### config.mk
export PLATFORM = sky130hd
export DESIGN_NAME = logic_unit_pipe
export DESIGN_NICKNAME = d
export VERILOG_FILES = /design/src/rtl/logic_unit_pipe.sv
export SDC_FILE = /design/constraint.sdc
export NUM_CORES = 1
export LEC_CHECK = 0
export ABC_AREA = 1
export BUFFER_PORTS_ARGS = -buffer_cell sky130_fd_sc_hd__clkbuf_2
export CORE_ASPECT_RATIO = 0.5
export CORE_MARGIN = 2
export CORE_UTILIZATION = 40
export CTS_BUF_LIST = sky130_fd_sc_hd__clkbuf_2
export CTS_CLUSTER_SIZE = 8
export DETAILED_ROUTE_END_ITERATION = 7
export PLACE_DENSITY = 0.6
export SLEW_MARGIN = 20
export SYNTH_ARGS = -nofsm -noshare
export SYNTH_HDL_FRONTEND = slang
export SYNTH_SLANG_ARGS = --single-unit
### constraint.sdc
create_clock -name clock -period 1.6 [get_ports clock]
set_input_delay 0.08 -clock clock [delete_from_list [all_inputs] [get_ports clock]]
set_output_delay 0.08 -clock clock [all_outputs]
set_load 0.03 [all_outputs]
### src/rtl/logic_unit_pipe.sv
// Purpose: pipelined eight-way bitwise logic unit with zero/all-ones/parity flags.
// Latency: STAGES edges from the accepting edge; result visible in the cycle after edge N+STAGES-1.
// Backpressure: global stall when out_valid && !out_ready; every stage holds and in_ready drops.
//
// Ports:
//   clock, clear      - core clock, asynchronous active-low reset
//   in_valid/in_ready - operand handshake; op, Ra, Rb sampled on accept
//   out_valid/out_ready - result handshake; Rz and flags straight from last stage
//   Rz, flag_zero, flag_ones, flag_parity - result and its flags
module logic_unit_pipe #(
  parameter int WIDTH  = 32,
  parameter int STAGES = 2
) (
  input  logic             clock,
  input  logic             clear,
  input  logic             in_valid,
  output logic             in_ready,
  input  logic [2:0]       op,
  input  logic [WIDTH-1:0] Ra,
  input  logic [WIDTH-1:0] Rb,
  output logic             out_valid,
  input  logic             out_ready,
  output logic [WIDTH-1:0] Rz,
  output logic             flag_zero,
  output logic             flag_ones,
  output logic             flag_parity
);

  typedef struct packed {
    logic             vld;
    logic [WIDTH-1:0] res;
    logic             zero;
    logic             ones;
    logic             par;
  } stage_t;

  // A cleared stage looks like a zero result: flag_zero set, others clear.
  localparam stage_t STAGE_RST = '{vld: 1'b0, res: '0, zero: 1'b1, ones: 1'b0, par: 1'b0};

  stage_t           stage_q [STAGES];
  stage_t           stage_d;
  logic [WIDTH-1:0] fn_res;
  logic             stall;

  assign stall    = stage_q[STAGES-1].vld && !out_ready;
  assign in_ready = !stall;

  // Function and flags are formed before stage 1 so each stage carries both.
  always_comb begin
    fn_res = '0;
    case (op)
      3'd0: fn_res = Ra & Rb;
      3'd1: fn_res = Ra | Rb;
      3'd2: fn_res = Ra ^ Rb;
      3'd3: fn_res = ~(Ra & Rb);
      3'd4: fn_res = ~(Ra | Rb);
      3'd5: fn_res = ~(Ra ^ Rb);
      3'd6: fn_res = ~Ra;
      3'd7: fn_res = Ra & ~Rb;
      default: fn_res = '0;
    endcase
    stage_d.vld  = in_valid && in_ready;
    stage_d.res  = fn_res;
    stage_d.zero = (fn_res == '0);
    stage_d.ones = &fn_res;
    stage_d.par  = ^fn_res;
  end

  // Whole pipe moves as one: either every stage shifts or every stage holds.
  always_ff @(posedge clock or negedge clear) begin
    if (!clear) begin
      for (int i = 0; i < STAGES; i++) begin
        stage_q[i] <= STAGE_RST;
      end
    end else if (!stall) begin
      stage_q[0] <= stage_d;
      for (int i = 1; i < STAGES; i++) begin
        stage_q[i] <= stage_q[i-1];
      end
    end
  end

  assign out_valid   = stage_q[STAGES-1].vld;
  assign Rz          = stage_q[STAGES-1].res;
  assign flag_zero   = stage_q[STAGES-1].zero;
  assign flag_ones   = stage_q[STAGES-1].ones;
  assign flag_parity = stage_q[STAGES-1].par;

endmodule

Word-level counts from Yosys, hierarchy flattened:

Index checks and enable logic that the tools add are counted.
Widths: inputs -> output; s select.

* bits in latches: 0
* memory bits (read-only): 0
* memories: 0
* bits of input ports: 71
* logic and storage cells: 35
* output and inout bits: 37
* register bits: 72
* RAM bits: 0

* shift operators: 0
* bitwise logic cells: 9
* add/subtract/negate cells: 0
* equality and inequality tests: 7
* reductions and logical operators: 8
* multiplexer cells: 1
* $lt $le $gt $ge: 0
* $mul: 0
* divide/modulo/power cells: 0

Operators with widths (number)
* $pmux 32 s8: 1
* $not 32->32: 5
* $and 32x32->32: 2
* $logic_not 32->1: 1
* $or 32x32->32: 1
* $reduce_and 32->1: 1
* $reduce_xor 32->1: 1
* $xor 32x32->32: 1
* $eq 3x3->1 const B: 4
* $eq 3x2->1 const B: 2
* $eq 3x1->1 const B: 1
* $logic_not 3->1: 1
* $logic_and 1x1->1: 2
* $logic_not 1->1: 2

Logic depth before layout (Yosys ltp):

Gate-level depths: netlist (run 1).

* word-level depth: 4
* mapped depth: 20
* gate-level depth less buffers: 19

Worst setup path after synthesis (run 1):

Ideal clock, no wire load.

* kind: input-to-reg
* start point: input Ra[23]
* end point: register stage_q[36] (netlist name)
* setup time: 0.118 ns
* stages on the path: 18
* arrival: 1.805 ns
* setup slack: -0.323 ns
* path buffers: 0
* data required time: 1.482 ns
* cell sequence: inv_1 -> ha_1 -> or2_2 -> nand2_1 -> nor2_1 -> nand3_1 -> inv_1 -> ha_1 -> nor2_1 -> inv_1 -> nand2_1 -> nand2_1 -> nand2_1 -> nor2_1 -> nor2_1 -> nand2_1 -> nand3_1 -> nand2_1

* longest elaborated chain between the ends: 4
* elaborated cells between the ends (all ways): 10
* classes of those cells: mux: 1; bitwise: 8; reduce/logical: 1

RTL lines
* start, declared: RTL line 19 `input logic [WIDTH-1:0] Ra,`
* $xor 32x32->32, or another cell as far along: RTL line 54, 57
* $not 32->32 (on tied branches): RTL line 57, 55, 56
* $pmux 32 s8 *: RTL line 51 `case (op)`
* net fn_res[23]: RTL line 42 `logic [WIDTH-1:0] fn_res;`
* $reduce_xor 32->1 *: RTL line 66 `stage_d.par = ^fn_res;`
* end signal, assigned by index: RTL line 78 `stage_q[i] <= stage_q[i-1];`
* end, declared: RTL line 40 `stage_t stage_q [STAGES];`

The timed path passes the listed nets; every way through them passes the cells marked *.
A chain may end at the register's enable or synchronous reset.

Worst setup path after layout (run 1):

* start point: input op[1]
* end point: register stage_q[36] (netlist name)

* longest elaborated chain between the ends: 3
* elaborated cells between the ends (all ways): 10
* classes of those cells: eq/ne: 7; mux: 1; reduce/logical: 2

RTL lines
* start, declared: RTL line 18 `input logic [2:0] op,`
* $eq 3x3->1, or another cell as far along: RTL line 51
* $pmux 32 s8 *: RTL line 51
* net fn_res[13]: RTL line 42
* $reduce_xor 32->1 *: RTL line 66

Marks and branches as above.

==> results of run 1 <==
-- cells by family after synthesis --
kind of cell	Yosys count	share of synthesized area, %
buf+inv	249	15.0
fa+ha+maj	128	22.4
simple gates	545	30.4
flops	72	25.2
compound gates	97	7.09
-- layer usage --
layer	vias up	wire length (um)
met4	0	316
met3	30	1420
met1	3421	11100
li1	3769	-
met2	243	9030
met5	-	0
-- sequential cells by signal, indices dropped and copies added (netlist names) --
signal	flops
flag_ones	1
out_valid	1
flag_zero	1
Rz	32
flag_parity	1
stage_q	36
-- worst max path at each step --
stage | start | endpoint | slack, ns | cells after the start
4_1_cts | op[0] | stage_q[36] | -0.09 | 21
5_1_grt | op[1] | stage_q[36] | -0.23 | 22
3_5_place_dp | op[0] | stage_q[36] | -0.83 | 20
3_3_place_gp | op[0] | stage_q[36] | -0.76 | 21
6_report | op[1] | stage_q[36] | -0.11 | 22
2_1_floorplan | op[0] | stage_q[36] | -0.23 | 19
-- power breakdown --
part	leakage (nW)	internal (mW)	switching (mW)	total, mW
clock	0.0712	0.347	0.632	0.979
combinational	4.74	1.56	2.30	3.85
sequential	0.895	2.17	0.182	2.35
-- through the flow --
stage                     total power [mW]  cells  hold slack, ns  TNS [ns]
final                                 7.19   1562          0.0534    -0.142
after global routing                  7.81   1562          0.0363    -0.361
after CTS                             6.98   1545         0.00139    -0.126
after detailed placement              5.82   1509          0.0638     -2.51
after global placement                5.74   1509          0.0636     -2.18
after floorplan                       4.74   1091          -0.216    -0.329
-- final cells by class --
class | count | area [um^2]
Clock inverter | 7 | 62.6
Multi-Input combinational cell | 770 | 4770
Fill cell | 1657 | 7500
Tap cell | 234 | 293
Sequential cell | 72 | 1800
Clock buffer | 9 | 45.0
Timing Repair Buffer | 292 | 2270
Inverter | 178 | 693
-- what timing repair did --
action                                  CTS  global route
endpoints found under the hold margin    71             3
hold buffers                              2             1
endpoints found under the setup margin    3             4
gates resized for setup                  47            69
gates cloned                              4             3
pin swaps                                24            40
buffers inserted                         14            15
-- worst max-delay path, delay by kind of cell --
family | cells | cell delay (ns)
buffers and inverters | 7 | 0.66
adder cells (fa/ha/maj) | 1 | 0.29
AO/OA/AOI/OAI | 1 | 0.07
AND/OR/NAND/NOR | 13 | 1.05
-- cell usage after synthesis --
master,count,share of area (%)
sky130_fd_sc_hd__nand4_1,8,0.70
sky130_fd_sc_hd__o22ai_1,18,1.6
sky130_fd_sc_hd__nor3_2,2,0.28
sky130_fd_sc_hd__nor3_1,15,1.0
sky130_fd_sc_hd__ha_1,128,22
sky130_fd_sc_hd__inv_1,175,9.2
sky130_fd_sc_hd__dfrtp_1,70,24
sky130_fd_sc_hd__o21ai_0,56,3.9
sky130_fd_sc_hd__o21ai_1,23,1.6
sky130_fd_sc_hd__dfstp_2,2,0.73
sky130_fd_sc_hd__nor2_1,127,6.7
sky130_fd_sc_hd__nand2_1,341,18
sky130_fd_sc_hd__nor4_1,2,0.17
sky130_fd_sc_hd__clkbuf_1,22,1.2
sky130_fd_sc_hd__buf_4,32,3.4
sky130_fd_sc_hd__buf_2,14,0.98
sky130_fd_sc_hd__nand3_1,39,2.7
sky130_fd_sc_hd__or2_2,9,0.79
sky130_fd_sc_hd__or2_1,2,0.17
sky130_fd_sc_hd__buf_1,3,0.16
sky130_fd_sc_hd__inv_2,3,0.16
==> run_summary.xml, run 1 <==
<?xml version="1.0" encoding="UTF-8"?>
<metrics>
  <group name="clock_tree">
    <metric name="clk_path_buf_depth" unit="">2</metric>
    <metric name="insertion_delay" unit="ns">0.50</metric>
    <metric name="cts_max_level" unit="">3</metric>
    <metric name="cts_buffers" unit="">9</metric>
    <metric name="worst_setup_hold_path_clk_slew" unit="ns">0.21</metric>
    <metric name="tritoncts_num_sinks" unit="">72</metric>
    <metric name="clock_tree_from_tritoncts" unit="">built</metric>
    <metric name="cts_root_buf" unit="">sky130_fd_sc_hd__clkbuf_2</metric>
  </group>
  <group name="placed_design">
    <metric name="count_of_port_buffers_added_during_placement" unit="">107</metric>
    <metric name="gpl.final_weighted_congestion" unit="">0.890</metric>
    <metric name="hpwlAfterDp" unit="um">16000</metric>
    <metric name="place_worst_setup_slack" unit="ns">-0.831</metric>
    <metric name="dpl_cell_area" unit="um^2">9020</metric>
  </group>
  <group name="yosys">
    <metric name="ys_ff_latch" unit="">72</metric>
    <metric name="yosysWarnings" unit="">0</metric>
    <metric name="synth.net_count" unit="">1290</metric>
    <metric name="yosys.cell_types.count" unit="">21</metric>
    <metric name="postSynthCellCount" unit="">1091</metric>
    <metric name="seq_area_frac_synth" unit="%">25.2</metric>
    <metric name="post_synthesis_average_cell_area" unit="um^2">6.57</metric>
    <metric name="syn_area" unit="um^2">7160</metric>
  </group>
  <group name="power_and_ir_drop">
    <metric name="reported_leakage_power" unit="nW">5.71</metric>
    <metric name="power-per-cell-area" unit="nW/um^2">723</metric>
    <metric name="vdd_ir_drop_max" unit="uV">570</metric>
  </group>
  <group name="global_route">
    <metric name="grt_usage" unit="%">22.4</metric>
    <metric name="grt_pass1_vias" unit="">7024</metric>
    <metric name="antenna_found_initial" unit="">0</metric>
    <metric name="grt.overflow.total" unit="">0</metric>
    <metric name="grt_max_degree" unit="">59</metric>
    <metric name="global_route.usage.met1" unit="%">34.3</metric>
    <metric name="grt_util_met3" unit="%">2.05</metric>
    <metric name="grt_use_met2" unit="%">33.6</metric>
    <metric name="globalRoute.busiestLayer" unit="">met1</metric>
    <metric name="grt_first_pass_wirelength" unit="um">34600</metric>
  </group>
  <group name="detailed_routing">
    <metric name="first_pass_iters" unit="">5</metric>
    <metric name="wire_per_inst" unit="um">14.0</metric>
    <metric name="avg_vias_per_cell" unit="">4.78</metric>
    <metric name="drt-initial-drc-count" unit="">556</metric>
    <metric name="routed-via-count" unit="">7463</metric>
    <metric name="post-route-drc-count" unit="">0</metric>
    <metric name="postRouteAntennaNets" unit="">0</metric>
    <metric name="drt_wl_total" unit="um">21800</metric>
  </group>
  <group name="finish">
    <metric name="n_antenna_cell" unit="">0</metric>
    <metric name="area_growth_syn_to_layout" unit="%">38.8</metric>
    <metric name="commonest_non_fill_non_tap_cells_in_the_layout" unit="">sky130_fd_sc_hd__nand2_1 (331), sky130_fd_sc_hd__buf_4 (155), sky130_fd_sc_hd__inv_1 (153)</metric>
    <metric name="layout.cell_area.non_filler" unit="um^2">9940</metric>
    <metric name="utilization_after_layout" unit="%">57.0</metric>
    <metric name="drive_gt1_share" unit="%">31.1</metric>
    <metric name="finish.net_count" unit="">1522</metric>
    <metric name="final_common_cell" unit="">sky130_fd_sc_hd__nand2_1</metric>
  </group>
  <group name="floorplanning">
    <metric name="fp.dieArea" unit="um^2">19100</metric>
    <metric name="chipHeight" unit="um">98.6</metric>
    <metric name="starting_density" unit="%">41.1</metric>
    <metric name="core.rowCount" unit="">34</metric>
    <metric name="num_io_pins" unit="">108</metric>
    <metric name="fp.dieW" unit="um">193</metric>
    <metric name="core" unit="um^2">17400</metric>
  </group>
  <group name="timing">
    <metric name="slew-limit-headroom" unit="%">68.1</metric>
    <metric name="timing_hold_violations_final" unit="">0</metric>
    <metric name="final.setup.worst_slack" unit="ns">-0.107</metric>
    <metric name="final_slew_violations" unit="">0</metric>
    <metric name="worstMarginPinSlew" unit="ns">0.479</metric>
    <metric name="fmaxAchievable" unit="MHz">586</metric>
    <metric name="rsz0062_at_grt" unit="">yes</metric>
    <metric name="finalWorstPathRequiredPeriod" unit="ns">1.71</metric>
    <metric name="final.period_utilization" unit="%">107</metric>
    <metric name="final-setup-viol-count" unit="">3</metric>
    <metric name="worst_case_clock_skew" unit="ns">0.0235</metric>
  </group>
  <group name="critical_path">
    <metric name="max_stage_delay" unit="ns">0.29</metric>
    <metric name="critical_path_cell_by_cell" unit="">clkbuf_16, inv_8, nor3_4, buf_6, clkbuf_16, nand2_1, o21ai_0, nor2_1, nand3_1, inv_1, ha_1, inv_1, nand2_1, nand2_2, inv_1, nand2_1, nand2_2, nand2_1, nand2_1, nand2_1, nand3_1, nand2_1</metric>
    <metric name="cp.required" unit="ns">2.03</metric>
    <metric name="setup.worst_path.start_class" unit="">input port</metric>
    <metric name="timing_worst_setup_path_type" unit="">input port to flop</metric>
    <metric name="worstSetupEndpointType" unit="">flop</metric>
    <metric name="critPathMostFrequentCell" unit="">sky130_fd_sc_hd__nand2_1</metric>
    <metric name="cpMaxStageDelayCell" unit="">sky130_fd_sc_hd__ha_1</metric>
    <metric name="path_max_fanout" unit="">8</metric>
    <metric name="arrival_time_of_the_worst_setup_path" unit="ns">2.14</metric>
    <metric name="r2r_setup_slack" unit="ns">0.34</metric>
    <metric name="reg2reg_to" unit="">stage_q[53]</metric>
    <metric name="timing.reg2reg.worst_path_depth" unit="">6</metric>
    <metric name="origin_of_the_critical_flop_to_flop_path" unit="">out_valid</metric>
  </group>
  <group name="run_status">
    <metric name="failed_checks" unit="">negative setup slack</metric>
    <metric name="outcome" unit="">finished with violations</metric>
  </group>
  <group name="worst_hold_path">
    <metric name="min-delay-path-class" unit="">input port to async pin</metric>
  </group>
  <group name="job">
    <metric name="drv.max_cap_violation_count" unit="">0</metric>
  </group>
</metrics>
Note: power is estimated with default switching activity, not from simulation.
==> run 2: changes to the inputs <==
--- a/config.mk
+++ b/config.mk
@@ -7,13 +7,15 @@
 export LEC_CHECK = 0
 export ABC_AREA = 1
 export BUFFER_PORTS_ARGS = -buffer_cell sky130_fd_sc_hd__clkbuf_2
+export CELL_PAD_IN_SITES_DETAIL_PLACEMENT = 0
+export CELL_PAD_IN_SITES_GLOBAL_PLACEMENT = 2
 export CORE_ASPECT_RATIO = 0.5
 export CORE_MARGIN = 2
-export CORE_UTILIZATION = 40
+export CORE_UTILIZATION = 33
 export CTS_BUF_LIST = sky130_fd_sc_hd__clkbuf_2
 export CTS_CLUSTER_SIZE = 8
 export DETAILED_ROUTE_END_ITERATION = 7
-export PLACE_DENSITY = 0.6
+export PLACE_DENSITY = 0.85
 export SLEW_MARGIN = 20
 export SYNTH_ARGS = -nofsm -noshare
 export SYNTH_HDL_FRONTEND = slang
==> run 2 against run 1 <==
  * The flow still finishes with violations (negative setup slack)
  * Via count decreased by 1.8%
  * Sequential share of layout area decreased by 0.42 points
  * Flip-flop and latch count unchanged
  * Routed wire length increased by 2.0%
  * Sequential power about the same
  * Critical path depth unchanged
  * Worst hold slack improved by 0.058 ns
  * Final cell count increased by 4.9%
  * Clock skew decreased by 0.0025 ns
  * Clock-buffer cell count unchanged
  * Total power increased by 4.0%
  * Largest cell class unchanged
==> run_summary.xml, run 2 (synthesis results as in run 1) <==
<?xml version="1.0" encoding="UTF-8"?>
<metrics>
  <group name="critical_path">
    <metric name="setup.worst_path.start_class" unit="">input port</metric>
    <metric name="max_stage_delay" unit="ns">0.30</metric>
    <metric name="path_delay_family" unit="">simple AND/OR/NAND/NOR gates</metric>
    <metric name="r2r_setup_slack" unit="ns">0.17</metric>
    <metric name="worstSetupEndpointType" unit="">flop</metric>
    <metric name="timing_worst_setup_path_type" unit="">input port to flop</metric>
    <metric name="critPathMostFrequentCell" unit="">sky130_fd_sc_hd__nand2_1</metric>
    <metric name="path_max_fanout" unit="">7</metric>
    <metric name="arrival_time_of_the_worst_setup_path" unit="ns">2.22</metric>
    <metric name="critical_path_cell_by_cell" unit="">clkbuf_16, inv_8, nor3_4, buf_12, buf_12, nand2_1, nand2_1, nor2_1, nand3_1, buf_6, inv_2, ha_4, inv_1, nand2_2, nand2_1, nand3_2, nand2_2, nand2_1, nand2_1, nand2_1, nand3_1, nand2_1</metric>
    <metric name="cp.required" unit="ns">2.06</metric>
    <metric name="cp.buffers_inverters" unit="">7</metric>
    <metric name="cpMaxStageDelayCell" unit="">sky130_fd_sc_hd__ha_4</metric>
  </group>
  <group name="power_and_ir_drop">
    <metric name="power-per-cell-area" unit="nW/um^2">734</metric>
    <metric name="reported_leakage_power" unit="nW">5.79</metric>
    <metric name="vdd_ir_drop_max" unit="uV">367</metric>
  </group>
  <group name="detailed_routing">
    <metric name="routed-via-count" unit="">7329</metric>
    <metric name="first_pass_iters" unit="">5</metric>
    <metric name="post-route-drc-count" unit="">0</metric>
    <metric name="postRouteAntennaNets" unit="">0</metric>
    <metric name="avg_vias_per_cell" unit="">4.47</metric>
    <metric name="wire_per_inst" unit="um">13.6</metric>
    <metric name="drt-initial-drc-count" unit="">421</metric>
    <metric name="drt_wl_total" unit="um">22300</metric>
  </group>
  <group name="timing">
    <metric name="worstMarginPinSlew" unit="ns">0.701</metric>
    <metric name="final.setup.worst_slack" unit="ns">-0.156</metric>
    <metric name="worst_case_clock_skew" unit="ns">0.0210</metric>
    <metric name="slew-limit-headroom" unit="%">53.1</metric>
    <metric name="finalWorstPathRequiredPeriod" unit="ns">1.76</metric>
    <metric name="final-setup-viol-count" unit="">2</metric>
    <metric name="timing_hold_violations_final" unit="">0</metric>
    <metric name="fmaxAchievable" unit="MHz">569</metric>
    <metric name="final.period_utilization" unit="%">110</metric>
    <metric name="final_slew_violations" unit="">0</metric>
    <metric name="rsz0062_at_grt" unit="">yes</metric>
  </group>
  <group name="finish">
    <metric name="drive_gt1_share" unit="%">32.7</metric>
    <metric name="layout.cell_area.non_filler" unit="um^2">10200</metric>
    <metric name="final_common_cell" unit="">sky130_fd_sc_hd__nand2_1</metric>
    <metric name="largest_register_ff_count" unit="">36</metric>
    <metric name="commonest_non_fill_non_tap_cells_in_the_layout" unit="">sky130_fd_sc_hd__nand2_1 (321), sky130_fd_sc_hd__buf_4 (164), sky130_fd_sc_hd__inv_1 (146)</metric>
    <metric name="register_with_the_most_flip_flops" unit="">stage_q</metric>
    <metric name="finish.net_count" unit="">1532</metric>
    <metric name="utilization_after_layout" unit="%">47.4</metric>
    <metric name="area_growth_syn_to_layout" unit="%">42.1</metric>
  </group>
  <group name="clock_tree">
    <metric name="tritoncts_num_sinks" unit="">72</metric>
    <metric name="clk_path_buf_depth" unit="">2</metric>
    <metric name="cts_root_buf" unit="">sky130_fd_sc_hd__clkbuf_2</metric>
    <metric name="cts_buffers" unit="">9</metric>
    <metric name="clock_tree_from_tritoncts" unit="">built</metric>
    <metric name="cts_max_level" unit="">3</metric>
    <metric name="worst_setup_hold_path_clk_slew" unit="ns">0.19</metric>
    <metric name="insertion_delay" unit="ns">0.51</metric>
  </group>
  <group name="placed_design">
    <metric name="count_of_port_buffers_added_during_placement" unit="">107</metric>
    <metric name="place_worst_setup_slack" unit="ns">-0.910</metric>
    <metric name="gpl.final_weighted_congestion" unit="">0.837</metric>
    <metric name="dpl_cell_area" unit="um^2">9210</metric>
    <metric name="hpwlAfterDp" unit="um">16400</metric>
  </group>
  <group name="global_route">
    <metric name="antenna_found_initial" unit="">1</metric>
    <metric name="grt_first_pass_wirelength" unit="um">35500</metric>
    <metric name="grt_pass1_vias" unit="">7059</metric>
    <metric name="grt.overflow.total" unit="">0</metric>
    <metric name="grt_usage" unit="%">19.7</metric>
    <metric name="grt_max_degree" unit="">57</metric>
  </group>
  <group name="floorplanning">
    <metric name="num_io_pins" unit="">108</metric>
    <metric name="core.rowCount" unit="">38</metric>
    <metric name="starting_density" unit="%">33.3</metric>
    <metric name="fp.dieArea" unit="um^2">23000</metric>
    <metric name="core" unit="um^2">21500</metric>
    <metric name="chipHeight" unit="um">108</metric>
    <metric name="fp.dieW" unit="um">212</metric>
  </group>
  <group name="job">
    <metric name="drv.max_cap_violation_count" unit="">0</metric>
  </group>
  <group name="run_status">
    <metric name="failed_checks" unit="">negative setup slack</metric>
    <metric name="outcome" unit="">finished with violations</metric>
  </group>
  <group name="worst_hold_path">
    <metric name="min-delay-path-class" unit="">input port to async pin</metric>
  </group>
</metrics>
## run 2: repair_timing
item | 4_1_cts | 5_1_grt
gates resized for setup | 64 | 62
cloned | 4 | 2
pin swaps | 17 | 55
hold buffers | 5 | 0
buffers inserted | 15 | 13
setup endpoints to repair | 4 | 3
hold endpoints to repair | 77 | 0
## run 2: layer usage
metal | up-vias | part of all wire, % | global-route usage, %
met5 | - | 0 | 0
met4 | 0 | 1.0 | 4.50
met3 | 17 | 4.2 | 2.41
met2 | 144 | 42 | 30.0
met1 | 3383 | 53 | 29.4
li1 | 3785 | - | -
## run 2: worst reg2reg max path: stages, from the launching register on
cell	delay [ns]
sky130_fd_sc_hd__dfrtp_1	0.39
sky130_fd_sc_hd__inv_1	0.07
sky130_fd_sc_hd__nor2_4	0.12
sky130_fd_sc_hd__inv_4	0.09
sky130_fd_sc_hd__nand2_1	0.06
sky130_fd_sc_hd__dlygate4sd3_1	0.54
sky130_fd_sc_hd__o21ai_0	0.08
## run 2: worst paths after layout
check | start | to | depth (start not counted)
min reg2reg | stage_q[38] | flag_zero | 2
max | op[1] | stage_q[36] | 22
min | clear | stage_q[46] | 3
max reg2reg | out_valid | stage_q[71] | 6
min in group clock | Rb[13] | stage_q[52] | 7
max in group asynchronous | clear | Rz[10] | 3
## run 2: where the power goes
group          internal [mW]  switching, mW  total, mW
Combinational           1.62           2.37       3.99
Sequential              2.17          0.177       2.35
Clock                  0.501          0.634       1.14
## run 2: cell type report
cell class,count,area [um^2]
diodes,1,2.50
clock inverters,7,86.3
repair buffers,302,2360
flip-flops and latches,72,1800
fillers,2222,11300
clock buffers,9,45.0
inverters,178,693
multi-input cells,770,4810
well taps,300,375
## run 2: through the flow
stage / instances / power [mW] / hold WS, ns / setup TNS [ns]
3_5_place_dp: 1584 / 5.87 / 0.0322 / -2.68
4_1_cts: 1624 / 7.28 / 0.0746 / -0.0418
2_1_floorplan: 1091 / 4.74 / -0.216 / -0.329
3_3_place_gp: 1584 / 5.80 / 0.0253 / -2.34
5_1_grt: 1639 / 8.12 / 0.0934 / -0.383
6_report: 1639 / 7.47 / 0.111 / -0.231
==> run 3: changes to the inputs <==
--- a/config.mk
+++ b/config.mk
@@ -5,13 +5,13 @@
 export SDC_FILE = /design/constraint.sdc
 export NUM_CORES = 1
 export LEC_CHECK = 0
-export ABC_AREA = 1
+export ABC_AREA = 0
 export BUFFER_PORTS_ARGS = -buffer_cell sky130_fd_sc_hd__clkbuf_2
 export CELL_PAD_IN_SITES_DETAIL_PLACEMENT = 0
 export CELL_PAD_IN_SITES_GLOBAL_PLACEMENT = 2
 export CORE_ASPECT_RATIO = 0.5
 export CORE_MARGIN = 2
-export CORE_UTILIZATION = 33
+export CORE_UTILIZATION = 37
 export CTS_BUF_LIST = sky130_fd_sc_hd__clkbuf_2
 export CTS_CLUSTER_SIZE = 8
 export DETAILED_ROUTE_END_ITERATION = 7
==> run 3 against run 2 <==
  * Largest cell class unchanged
  * Register-to-register slack barely moved
  * Via count down 7.8%
  * The flow still finishes with violations (negative setup slack)
  * Critical path depth is 10 lower
  * Flip-flop and latch count unchanged
  * Non-clock buffer count rose by 32
  * Worst setup slack lost 0.11 ns
  * Critical endpoint unchanged
  * Largest power group unchanged
  * Global-route usage is 0.14 points lower
  * Clock-buffer cell count unchanged
==> run_summary.xml, run 3 <==
<?xml version="1.0" encoding="UTF-8"?>
<metrics>
  <group name="global_route">
    <metric name="grt_first_pass_wirelength" unit="um">33900</metric>
    <metric name="grt_pass1_vias" unit="">6842</metric>
    <metric name="grt_usage" unit="%">19.5</metric>
    <metric name="grt_max_degree" unit="">37</metric>
    <metric name="grt.overflow.total" unit="">0</metric>
    <metric name="antenna_found_initial" unit="">1</metric>
  </group>
  <group name="timing">
    <metric name="final_setup_tns" unit="ns">-0.622</metric>
    <metric name="timing_hold_violations_final" unit="">0</metric>
    <metric name="final_slew_violations" unit="">0</metric>
    <metric name="hold-worst-slack" unit="ns">0.151</metric>
    <metric name="worstMarginPinSlew" unit="ns">0.369</metric>
    <metric name="rsz0062_at_grt" unit="">yes</metric>
    <metric name="final.setup.worst_slack" unit="ns">-0.270</metric>
    <metric name="final.period_utilization" unit="%">117</metric>
    <metric name="final-setup-viol-count" unit="">3</metric>
    <metric name="slew-limit-headroom" unit="%">75.3</metric>
    <metric name="worst_case_clock_skew" unit="ns">0.0315</metric>
    <metric name="fmaxAchievable" unit="MHz">535</metric>
    <metric name="finalWorstPathRequiredPeriod" unit="ns">1.87</metric>
  </group>
  <group name="yosys">
    <metric name="count_of_flip_flops_with_a_built_in_enable_after_synthesis" unit="">0</metric>
    <metric name="synthDominantAreaCellType" unit="">sky130_fd_sc_hd__dfrtp_1</metric>
    <metric name="yosys-top-cells-area" unit="">sky130_fd_sc_hd__dfrtp_1 (23%), sky130_fd_sc_hd__ha_1 (21%), sky130_fd_sc_hd__mux2_2 (12%), sky130_fd_sc_hd__inv_1 (4.9%), sky130_fd_sc_hd__buf_4 (4.5%)</metric>
    <metric name="yosysWarnings" unit="">0</metric>
    <metric name="post_synthesis_average_cell_area" unit="um^2">8.94</metric>
    <metric name="synthFlopType" unit="">sky130_fd_sc_hd__dfrtp_1</metric>
    <metric name="seq_area_frac_synth" unit="%">24.1</metric>
    <metric name="post-synth-top-area-fraction" unit="%">23.4</metric>
    <metric name="yosysMostFrequentCell" unit="">sky130_fd_sc_hd__ha_1</metric>
    <metric name="synth-async-reset-ratio" unit="%">100</metric>
    <metric name="syn_area" unit="um^2">7480</metric>
    <metric name="synthTopCellsByCount" unit="">sky130_fd_sc_hd__ha_1 (128), sky130_fd_sc_hd__inv_1 (98), sky130_fd_sc_hd__mux2_2 (80)</metric>
    <metric name="postSynthCellCount" unit="">837</metric>
    <metric name="yosys.cell_types.count" unit="">41</metric>
    <metric name="ys_ff_latch" unit="">72</metric>
    <metric name="synth.net_count" unit="">1036</metric>
  </group>
  <group name="finish">
    <metric name="area_growth_syn_to_layout" unit="%">42.9</metric>
    <metric name="commonest_non_fill_non_tap_cells_in_the_layout" unit="">sky130_fd_sc_hd__buf_4 (203), sky130_fd_sc_hd__clkbuf_2 (109), sky130_fd_sc_hd__ha_1 (107)</metric>
    <metric name="largest_register_ff_count" unit="">36</metric>
    <metric name="multiInputGateArea" unit="um^2">5520</metric>
    <metric name="fill_cells" unit="">1759</metric>
    <metric name="final_common_cell" unit="">sky130_fd_sc_hd__buf_4</metric>
    <metric name="drive_gt1_share" unit="%">50.7</metric>
    <metric name="layout.cell_area.non_filler" unit="um^2">10700</metric>
    <metric name="utilization_after_layout" unit="%">54.4</metric>
    <metric name="register_with_the_most_flip_flops" unit="">stage_q</metric>
    <metric name="finish.net_count" unit="">1292</metric>
    <metric name="seqCellArea" unit="um^2">1800</metric>
  </group>
  <group name="floorplanning">
    <metric name="starting_density" unit="%">38.1</metric>
    <metric name="num_io_pins" unit="">108</metric>
    <metric name="chipHeight" unit="um">105</metric>
    <metric name="core" unit="um^2">19600</metric>
    <metric name="core.rowCount" unit="">36</metric>
    <metric name="fp.dieArea" unit="um^2">21400</metric>
    <metric name="fp.dieW" unit="um">205</metric>
  </group>
  <group name="critical_path">
    <metric name="cp.buffers_inverters" unit="">3</metric>
    <metric name="setup.worst_path.start_class" unit="">input port</metric>
    <metric name="timing_worst_setup_path_type" unit="">input port to flop</metric>
    <metric name="path_delay_family" unit="">multiplexers</metric>
    <metric name="worstSetupEndpointType" unit="">flop</metric>
    <metric name="cpMaxStageDelayCell" unit="">sky130_fd_sc_hd__mux4_2</metric>
    <metric name="cp.required" unit="ns">2.02</metric>
    <metric name="arrival_time_of_the_worst_setup_path" unit="ns">2.29</metric>
    <metric name="critPathMostFrequentCell" unit="">sky130_fd_sc_hd__xnor2_1</metric>
    <metric name="critical_path_cell_by_cell" unit="">clkbuf_8, inv_4, ha_4, inv_2, mux4_2, mux2_4, ha_4, xnor2_2, xnor2_1, xnor2_1, xnor2_1, a21oi_1</metric>
    <metric name="path_max_fanout" unit="">2</metric>
    <metric name="max_stage_delay" unit="ns">0.43</metric>
  </group>
  <group name="detailed_routing">
    <metric name="post-route-drc-count" unit="">0</metric>
    <metric name="first_pass_iters" unit="">4</metric>
    <metric name="drt-initial-drc-count" unit="">215</metric>
    <metric name="avg_vias_per_cell" unit="">4.95</metric>
    <metric name="routed-via-count" unit="">6755</metric>
    <metric name="drt_wl_total" unit="um">20900</metric>
    <metric name="wire_per_inst" unit="um">15.3</metric>
    <metric name="postRouteAntennaNets" unit="">0</metric>
  </group>
  <group name="job">
    <metric name="drv.max_cap_violation_count" unit="">0</metric>
  </group>
  <group name="clock_tree">
    <metric name="clk_path_buf_depth" unit="">2</metric>
    <metric name="insertion_delay" unit="ns">0.50</metric>
    <metric name="tritoncts_num_sinks" unit="">72</metric>
    <metric name="cts_buffers" unit="">9</metric>
    <metric name="cts_root_buf" unit="">sky130_fd_sc_hd__clkbuf_2</metric>
    <metric name="worst_setup_hold_path_clk_slew" unit="ns">0.23</metric>
    <metric name="clock_tree_from_tritoncts" unit="">built</metric>
    <metric name="cts_max_level" unit="">3</metric>
  </group>
  <group name="run_status">
    <metric name="outcome" unit="">finished with violations</metric>
    <metric name="failed_checks" unit="">negative setup slack</metric>
  </group>
  <group name="worst_hold_path">
    <metric name="min-delay-path-class" unit="">input port to async pin</metric>
  </group>
  <group name="placed_design">
    <metric name="gpl.final_weighted_congestion" unit="">0.840</metric>
    <metric name="count_of_port_buffers_added_during_placement" unit="">107</metric>
    <metric name="hpwlAfterDp" unit="um">16100</metric>
    <metric name="dpl_cell_area" unit="um^2">9630</metric>
  </group>
  <group name="power_and_ir_drop">
    <metric name="power-per-cell-area" unit="nW/um^2">759</metric>
    <metric name="vdd_ir_drop_max" unit="uV">367</metric>
    <metric name="reported_leakage_power" unit="nW">5.23</metric>
  </group>
</metrics>
==> run 3: layer usage <==
metal | vias to the layer above | track usage [%] | share of wire (%)
met5 | - | 0 | 0
met4 | 0 | 4.47 | 0.84
met3 | 14 | 2.21 | 3.8
li1 | 3371 | - | -
met1 | 3251 | 28.6 | 51
met2 | 119 | 30.7 | 44
==> run 3: tightest hold or removal path: cells and delay by family <==
kind	cells	cell delay [ns]
buffers and inverters	3	0.97
==> run 3: metrics by stage <==
step / setup WS, ns / cells / total power [mW]
after floorplan: -0.515 / 837 / 5.27
after global placement: -0.883 / 1316 / 6.35
after detailed placement: -0.978 / 1316 / 6.44
after CTS: -0.213 / 1359 / 7.89
after global routing: -0.296 / 1365 / 8.65
final: -0.270 / 1365 / 8.11
==> run 3: cell type report <==
class	count	area share, %
antenna	1	0.0234
clock buffer	9	0.421
tap	266	3.11
clock inverter	7	0.890
inverter	98	3.49
sequential	72	16.9
multi-input combinational	578	51.6
timing repair buffer	334	23.5
==> run 3: kinds of logic (layout without fill, tap and decap cells) <==
family / after synthesis / count (layout) / share of synthesized area [%]
buffers and inverters: 188 / 448 / 12.6
AOI/OAI and AO/OA: 174 / 174 / 15.3
and+or+nand+nor: 163 / 164 / 10.0
adders and majority gates: 128 / 128 / 21.4
muxes: 97 / 97 / 14.8
DFF: 72 / 72 / 24.1
xor gates and xnor gates: 15 / 15 / 1.76
other: 0 / 1 / 0
==> run 3: worst paths after layout <==
path	from	end	slack (ns)	cells past startpoint
setup / recovery	Rb[18]	stage_q[36]	-0.27	12
hold / removal	clear	Rz[6]	0.15	3
setup reg to reg	out_valid	stage_q[61]	0.17	6
hold reg to reg	stage_q[71]	out_valid	0.48	1
max in group asynchronous	clear	flag_ones	0.65	3
min in group clock	op[1]	stage_q[66]	0.25	6
==> run 3: repair_timing <==
item | CTS | global route
hold endpoints to repair | 74 | 0
hold buffers | 5 | 0
setup endpoints to repair | 4 | 3
gates cloned | 3 | 0
resized for setup | 56 | 49
setup buffers | 19 | 5
pin swaps | 45 | 28
==> run 3: report_power, final <==
group | total, mW | leakage, nW | switching [mW] | internal, mW
logic | 4.42 | 4.32 | 2.25 | 2.17
clock network | 1.19 | 0.0823 | 0.674 | 0.520
registers | 2.50 | 0.826 | 0.258 | 2.24
